[src/rtl/fetch_unit.sv]
// fetch_unit: IF-stage PC owner with in-order imem requests and a small fetch queue
// feeding the IF/ID register. Revision 1.0.
`default_nettype none

module fetch_unit #(
  parameter logic [31:0] RESET_PC = 32'h0000_0000,
  parameter int          QDEPTH   = 2,
  parameter logic [31:0] NOP_INST = 32'h0000_0013
) (
  input  logic        clk,
  input  logic        rst,
  input  logic        stall,
  input  logic        jb,
  input  logic [31:0] jb_pc,
  output logic        imem_req,
  output logic [31:0] imem_addr,
  input  logic        imem_gnt,
  input  logic        imem_rvalid,
  input  logic [31:0] imem_rdata,
  output logic [31:0] inst,
  output logic [31:0] current_pc,
  output logic        inst_valid
);

  localparam int CW = $clog2(QDEPTH + 1);
  localparam int PW = (QDEPTH > 1) ? $clog2(QDEPTH) : 1;
  localparam logic [CW:0] C_DEPTH = QDEPTH[CW:0];

  // Entries are filled in program order, so "filled" is the prefix of
  // fill_cnt entries starting at head; pending is the rest of the allocation.
  logic [31:0]   pc_q   [QDEPTH];
  logic [31:0]   data_q [QDEPTH];
  logic [31:0]   pc;
  logic [PW-1:0] head;
  logic [CW-1:0] alloc_cnt;
  logic [CW-1:0] fill_cnt;
  logic [CW-1:0] drop_cnt;

  logic [CW-1:0] pending;
  logic [CW:0]   occupancy;
  logic [PW-1:0] tail_idx;
  logic [PW-1:0] fill_idx;
  logic [PW-1:0] head_nxt;
  logic          redirect;
  logic          grant;
  logic          pop;
  logic          resp_fill;
  logic          resp_drop;

  function automatic logic [PW-1:0] wrap_idx(input logic [31:0] base, input logic [31:0] off);
    logic [31:0] sum;
    sum = base + off;
    if (sum >= 32'(QDEPTH)) sum = sum - 32'(QDEPTH);
    return sum[PW-1:0];
  endfunction

  assign pending   = alloc_cnt - fill_cnt;
  assign occupancy = {1'b0, alloc_cnt} + {1'b0, drop_cnt};
  assign tail_idx  = wrap_idx(32'(head), 32'(alloc_cnt));
  assign fill_idx  = wrap_idx(32'(head), 32'(fill_cnt));
  assign head_nxt  = wrap_idx(32'(head), 32'd1);

  assign redirect  = jb && !stall;
  // Occupancy uses registered counts, so a pop never frees a slot for a
  // same-cycle request.
  assign imem_req  = !rst && (occupancy < C_DEPTH) && !redirect;
  assign imem_addr = pc;
  assign grant     = imem_req && imem_gnt;

  assign inst_valid = (fill_cnt != '0);
  assign pop        = inst_valid && !stall && !jb;
  assign resp_drop  = imem_rvalid && (drop_cnt != '0);
  assign resp_fill  = imem_rvalid && (drop_cnt == '0) && (pending != '0);

  assign inst       = inst_valid ? data_q[head] : NOP_INST;
  assign current_pc = inst_valid ? pc_q[head]   : 32'h0000_0000;

  always_ff @(posedge clk or posedge rst) begin
    if (rst) begin
      pc        <= RESET_PC;
      head      <= '0;
      alloc_cnt <= '0;
      fill_cnt  <= '0;
      drop_cnt  <= '0;
    end else if (redirect) begin
      // Everything still in flight now belongs to the wrong path.
      pc        <= jb_pc;
      head      <= '0;
      alloc_cnt <= '0;
      fill_cnt  <= '0;
      drop_cnt  <= drop_cnt + pending - CW'(imem_rvalid);
    end else begin
      if (grant) pc <= pc + 32'd4;
      if (pop) head <= head_nxt;
      alloc_cnt <= alloc_cnt + CW'(grant) - CW'(pop);
      fill_cnt  <= fill_cnt + CW'(resp_fill) - CW'(pop);
      drop_cnt  <= drop_cnt - CW'(resp_drop);
    end
  end

  always_ff @(posedge clk) begin
    if (grant)     pc_q[tail_idx]   <= pc;
    if (resp_fill) data_q[fill_idx] <= imem_rdata;
  end

endmodule

`default_nettype wire

[config.mk]
export PLATFORM = sky130hd
export DESIGN_NAME = fetch_unit
export DESIGN_NICKNAME = d
export VERILOG_FILES = /design/src/rtl/fetch_unit.sv
export SDC_FILE = /design/constraint.sdc
export NUM_CORES = 1
export LEC_CHECK = 0
export ABC_AREA = 1
export CAP_MARGIN = 5
export CORE_MARGIN = 5
export CORE_UTILIZATION = 48
export CTS_BUF_LIST = sky130_fd_sc_hd__clkbuf_4
export DETAILED_ROUTE_END_ITERATION = 10
export PLACE_DENSITY = 0.79
export SLEW_MARGIN = 20
export SYNTH_ARGS = -nofsm -noshare
export SYNTH_HDL_FRONTEND = slang
export SYNTH_SLANG_ARGS = --single-unit
export TNS_END_PERCENT = 10
[constraint.sdc]
create_clock -name clk -period 3.2 [get_ports clk]
set_input_delay 0.64 -clock clk [delete_from_list [all_inputs] [get_ports clk]]
set_output_delay 0.64 -clock clk [all_outputs]
set_load 0.02 [all_outputs]
==> metrics.yaml, run 1 <==
place:
  place_area_sq_um: 9710
  io_buffers: 167
  place_inst: 1180
  gp_congestion: 0.852
  hpwlAfterDp_microns: 13400
setup_path:
  critPathRequiredTime_ns: 2.56
  worstPathArrival_ns: 2.45
  r2r_cells: 8
  r2r_slack_ns: 0.90
  r2r_end: "imem_addr[20]"
  path_max_fanout: 32
  reg2reg_from: "alloc_cnt[0]"
  path_class: "reg2out"
  end_kind: "output port"
  start_kind: "flop"
clocking:
  cts_buffers: 17
  cts_tree: "done"
  cts_num_sinks: 167
  clock_path_buffers: 2
  insertion_delay_ns: 0.56
  h-tree-depth: 4
  cts_root_buf: "clkbuf_4"
  path_clk_slew_ns: 0.13
  cts_hold_buf: 0
timing:
  rsz0062_at_grt: "yes"
  fin_worst_skew_ns: 0.0221
  setup_viol: 0
  max_freq_mhz: 324
  hold_viol: 0
  fin_crit_sh_pct: 96.5
  tightest_slew_ns: 0.745
  period_needed_ns: 3.09
  relSlewSlack_pct: 50.1
  maxSlewViolCount: 0
  finalSetupTns_ns: 0
global_routing:
  grt_remaining_overflow: 0
  grt_start_max_net_pins: 40
  grtUsageTotal_pct: 20.6
  antenna_found_initial: 1
  grt_first_pass_wirelength_microns: 29700
  first_global_vias: 5916
flow_run:
  maxCapViolCount: 0
die:
  fp.coreArea_sq_um: 15800
  die_area_sq_um: 18700
  ios: 168
  start_util_pct: 48.8
  die_y_microns: 137
  die_w_microns: 137
  rows: 46
cells_and_area:
  nFillCells: 1285
  multi_input_area_sq_um: 2600
  final_core_util_pct: 63.2
  final_area_sq_um: 10000
  drive_gt1_share_pct: 6.63
  area_growth_pct: 29.6
  stdcell_count: 1213
  num-nets-final: 1063
  seq_area_sq_um: 4820
drt:
  vias: 6116
  dr_wl_met2_microns: 8860
  drc: 0
  wl_met3_microns: 1480
  wl_per_cell_microns: 15.6
  top_layer: "met4"
  totalWireLength_microns: 18900
  wl_met1_microns: 8200
  vias_per_cell: 5.04
  ant_nets: 0
  firstDrtPassIters: 5
  first_iter_violations: 407
synthesis:
  ys_ff_latch: 167
  synth_flop_cell: "edfxtp_1"
  syn_area_sq_um: 7720
  netlist_instances: 814
  yosys_warnings: 0
  syn_area_per_cell_sq_um: 9.48
  synthArstFlopShare_pct: 23.4
  syn_nets: 894
  yosysUniqueCellTypes: 35
  ys_seq_area_share_pct: 62.4
  synth_edf_count: 128
min_path:
  whs_endpoint: "pc_q[0][1]"
  hold_path_depth: 0
  hp-start: "imem_addr[1]"
  hp-class: "reg2reg"
pwr:
  clkPwrFrac_pct: 13.5
  power_density_nw_per_um2: 863
  switching_share_pct: 41.4
  p_int_uw: 5060
  switchingPower_uw: 3570
  ir_drop_mv: 0.431
  comb_power_share_pct: 47.0
  seqPwrFrac_pct: 39.5
  p_leak_uw: 0.00395
run_status:
  status: "finished clean"
## layer usage
| metal | vias to the layer above | global-route usage (%) |
|---|---|---|
| met3 | 24 | 4.78 |
| met2 | 233 | 33.0 |
| met1 | 2827 | 28.0 |
| met4 | 0 | 6.60 |
| li1 | 3032 | - |
| met5 | - | 0 |
## Yosys cell counts (all sizes together) (2+ instances only)
master  instances  share of area [%]
nand4           2               0.36
edfxtp        128                 50
dfrtp          39                 13
nand3          41                2.7
xnor2           8               0.91
nand2         285                 14
or2             2               0.16
inv            49                2.4
o21bai          2               0.19
nor2          108                5.6
a21oi          66                4.3
nor3            4               0.32
a31oi           2               0.16
o21ai          22                1.4
xor2            5               0.57
clkbuf         16               0.78
a22oi           3               0.29
buf            17                1.2
ha              9                1.5
## kinds of logic (layout without fill, tap and decap cells)
group | after synthesis | after routing | synth area share [%]
flops | 167 | 167 | 62.4
buf+inv | 82 | 264 | 4.31
other cells | 0 | 1 | 0
mux | 1 | 1 | 0.130
simple gates | 442 | 442 | 23.1
xor+xnor | 13 | 13 | 1.48
fa+ha+maj | 10 | 10 | 1.72
compound gates | 99 | 99 | 6.79
## how the worst max path moves through the flow
stage	start	end	slack, ns	depth (start not counted)
2_1_floorplan	rst	pc_q[0][0]	-0.40	3
3_3_place_gp	rst	imem_req	0.60	5
3_5_place_dp	jb	imem_req	0.60	5
4_1_cts	head	inst[13]	0.007	4
5_1_grt	head	current_pc[18]	-0.004	5
6_report	head	inst[13]	0.11	5
## cell usage in the layout, fill, tap and decap left out, types with 2 or more instances in the layout
master,n
a21oi_1,66
a22oi_1,3
a31oi_1,2
buf_12,4
buf_4,10
bufinv_16,2
clkbuf_4,21
clkdlybuf4s50_1,162
clkinv_1,3
clkinv_2,3
clkinvlp_4,3
dfrtp_1,38
dlymetal6s2s_1,4
edfxtp_1,128
ha_1,9
inv_1,47
inv_2,2
nand2_1,282
nand2_2,2
nand3_1,41
nor2_1,97
nor2_2,5
nor2_4,6
nor3_1,3
o21ai_0,21
o21bai_1,2
or2_2,2
xnor2_1,8
xor2_1,5
## power by group through the flow
| stage | Clock, uW | Sequential, uW | Combinational, uW |
|---|---|---|---|
| floorplan | 0 | 3440 | 2200 |
| global placement | 0 | 3430 | 4020 |
| detailed placement | 0 | 3450 | 4080 |
| CTS | 1190 | 3400 | 4090 |
| global route | 1280 | 3480 | 4440 |
| finish | 1170 | 3410 | 4050 |
## cell type report
type	count	area share (%)
clock buffer	21	1.58
inverter	49	1.84
antenna	1	0.0250
timing repair buffer	183	18.6
tap	216	2.70
clock inverter	11	1.09
sequential	167	48.2
multi-input combinational	565	26.0
## worst max-delay path, stage by stage (launching register included)
cell             delay [ns]
dfrtp_4                0.61
inv_2                  0.14
buf_8                  0.23
nand2_1                0.09
a21oi_1                0.19
clkdlybuf4s50_1        0.64
## flip-flops by register name (all words and copies together), names as in the netlist
register   flops
alloc_cnt      2
data_q        64
imem_addr     32
drop_cnt       2
head           1
fill_cnt       2
pc_q          64
## per-stage QoR
step	hold slack, ns	total power, uW	worst slack [ns]
floorplan	0.613	5640	-0.397
global placement	0.490	7450	0.600
detailed placement	0.497	7520	0.598
CTS	0.528	8680	0.00728
global route	0.540	9200	-0.00431
finish	0.520	8630	0.112
## timing repair
| action | 4_1_cts | 5_1_grt |
|---|---|---|
| setup endpoints to repair | 3 | 44 |
| hold endpoints to repair | 0 | 0 |
| gates resized for setup | 2 | 7 |
| buffers inserted | 0 | 0 |
Power figures use the tool's default switching activity.
==> run 2, diff against run 1 <==
Settings changed: CAP_MARGIN 5 to 30.
==> results of run 2 <==
The final DEF is identical to that of run 1; final timing and power are the same.
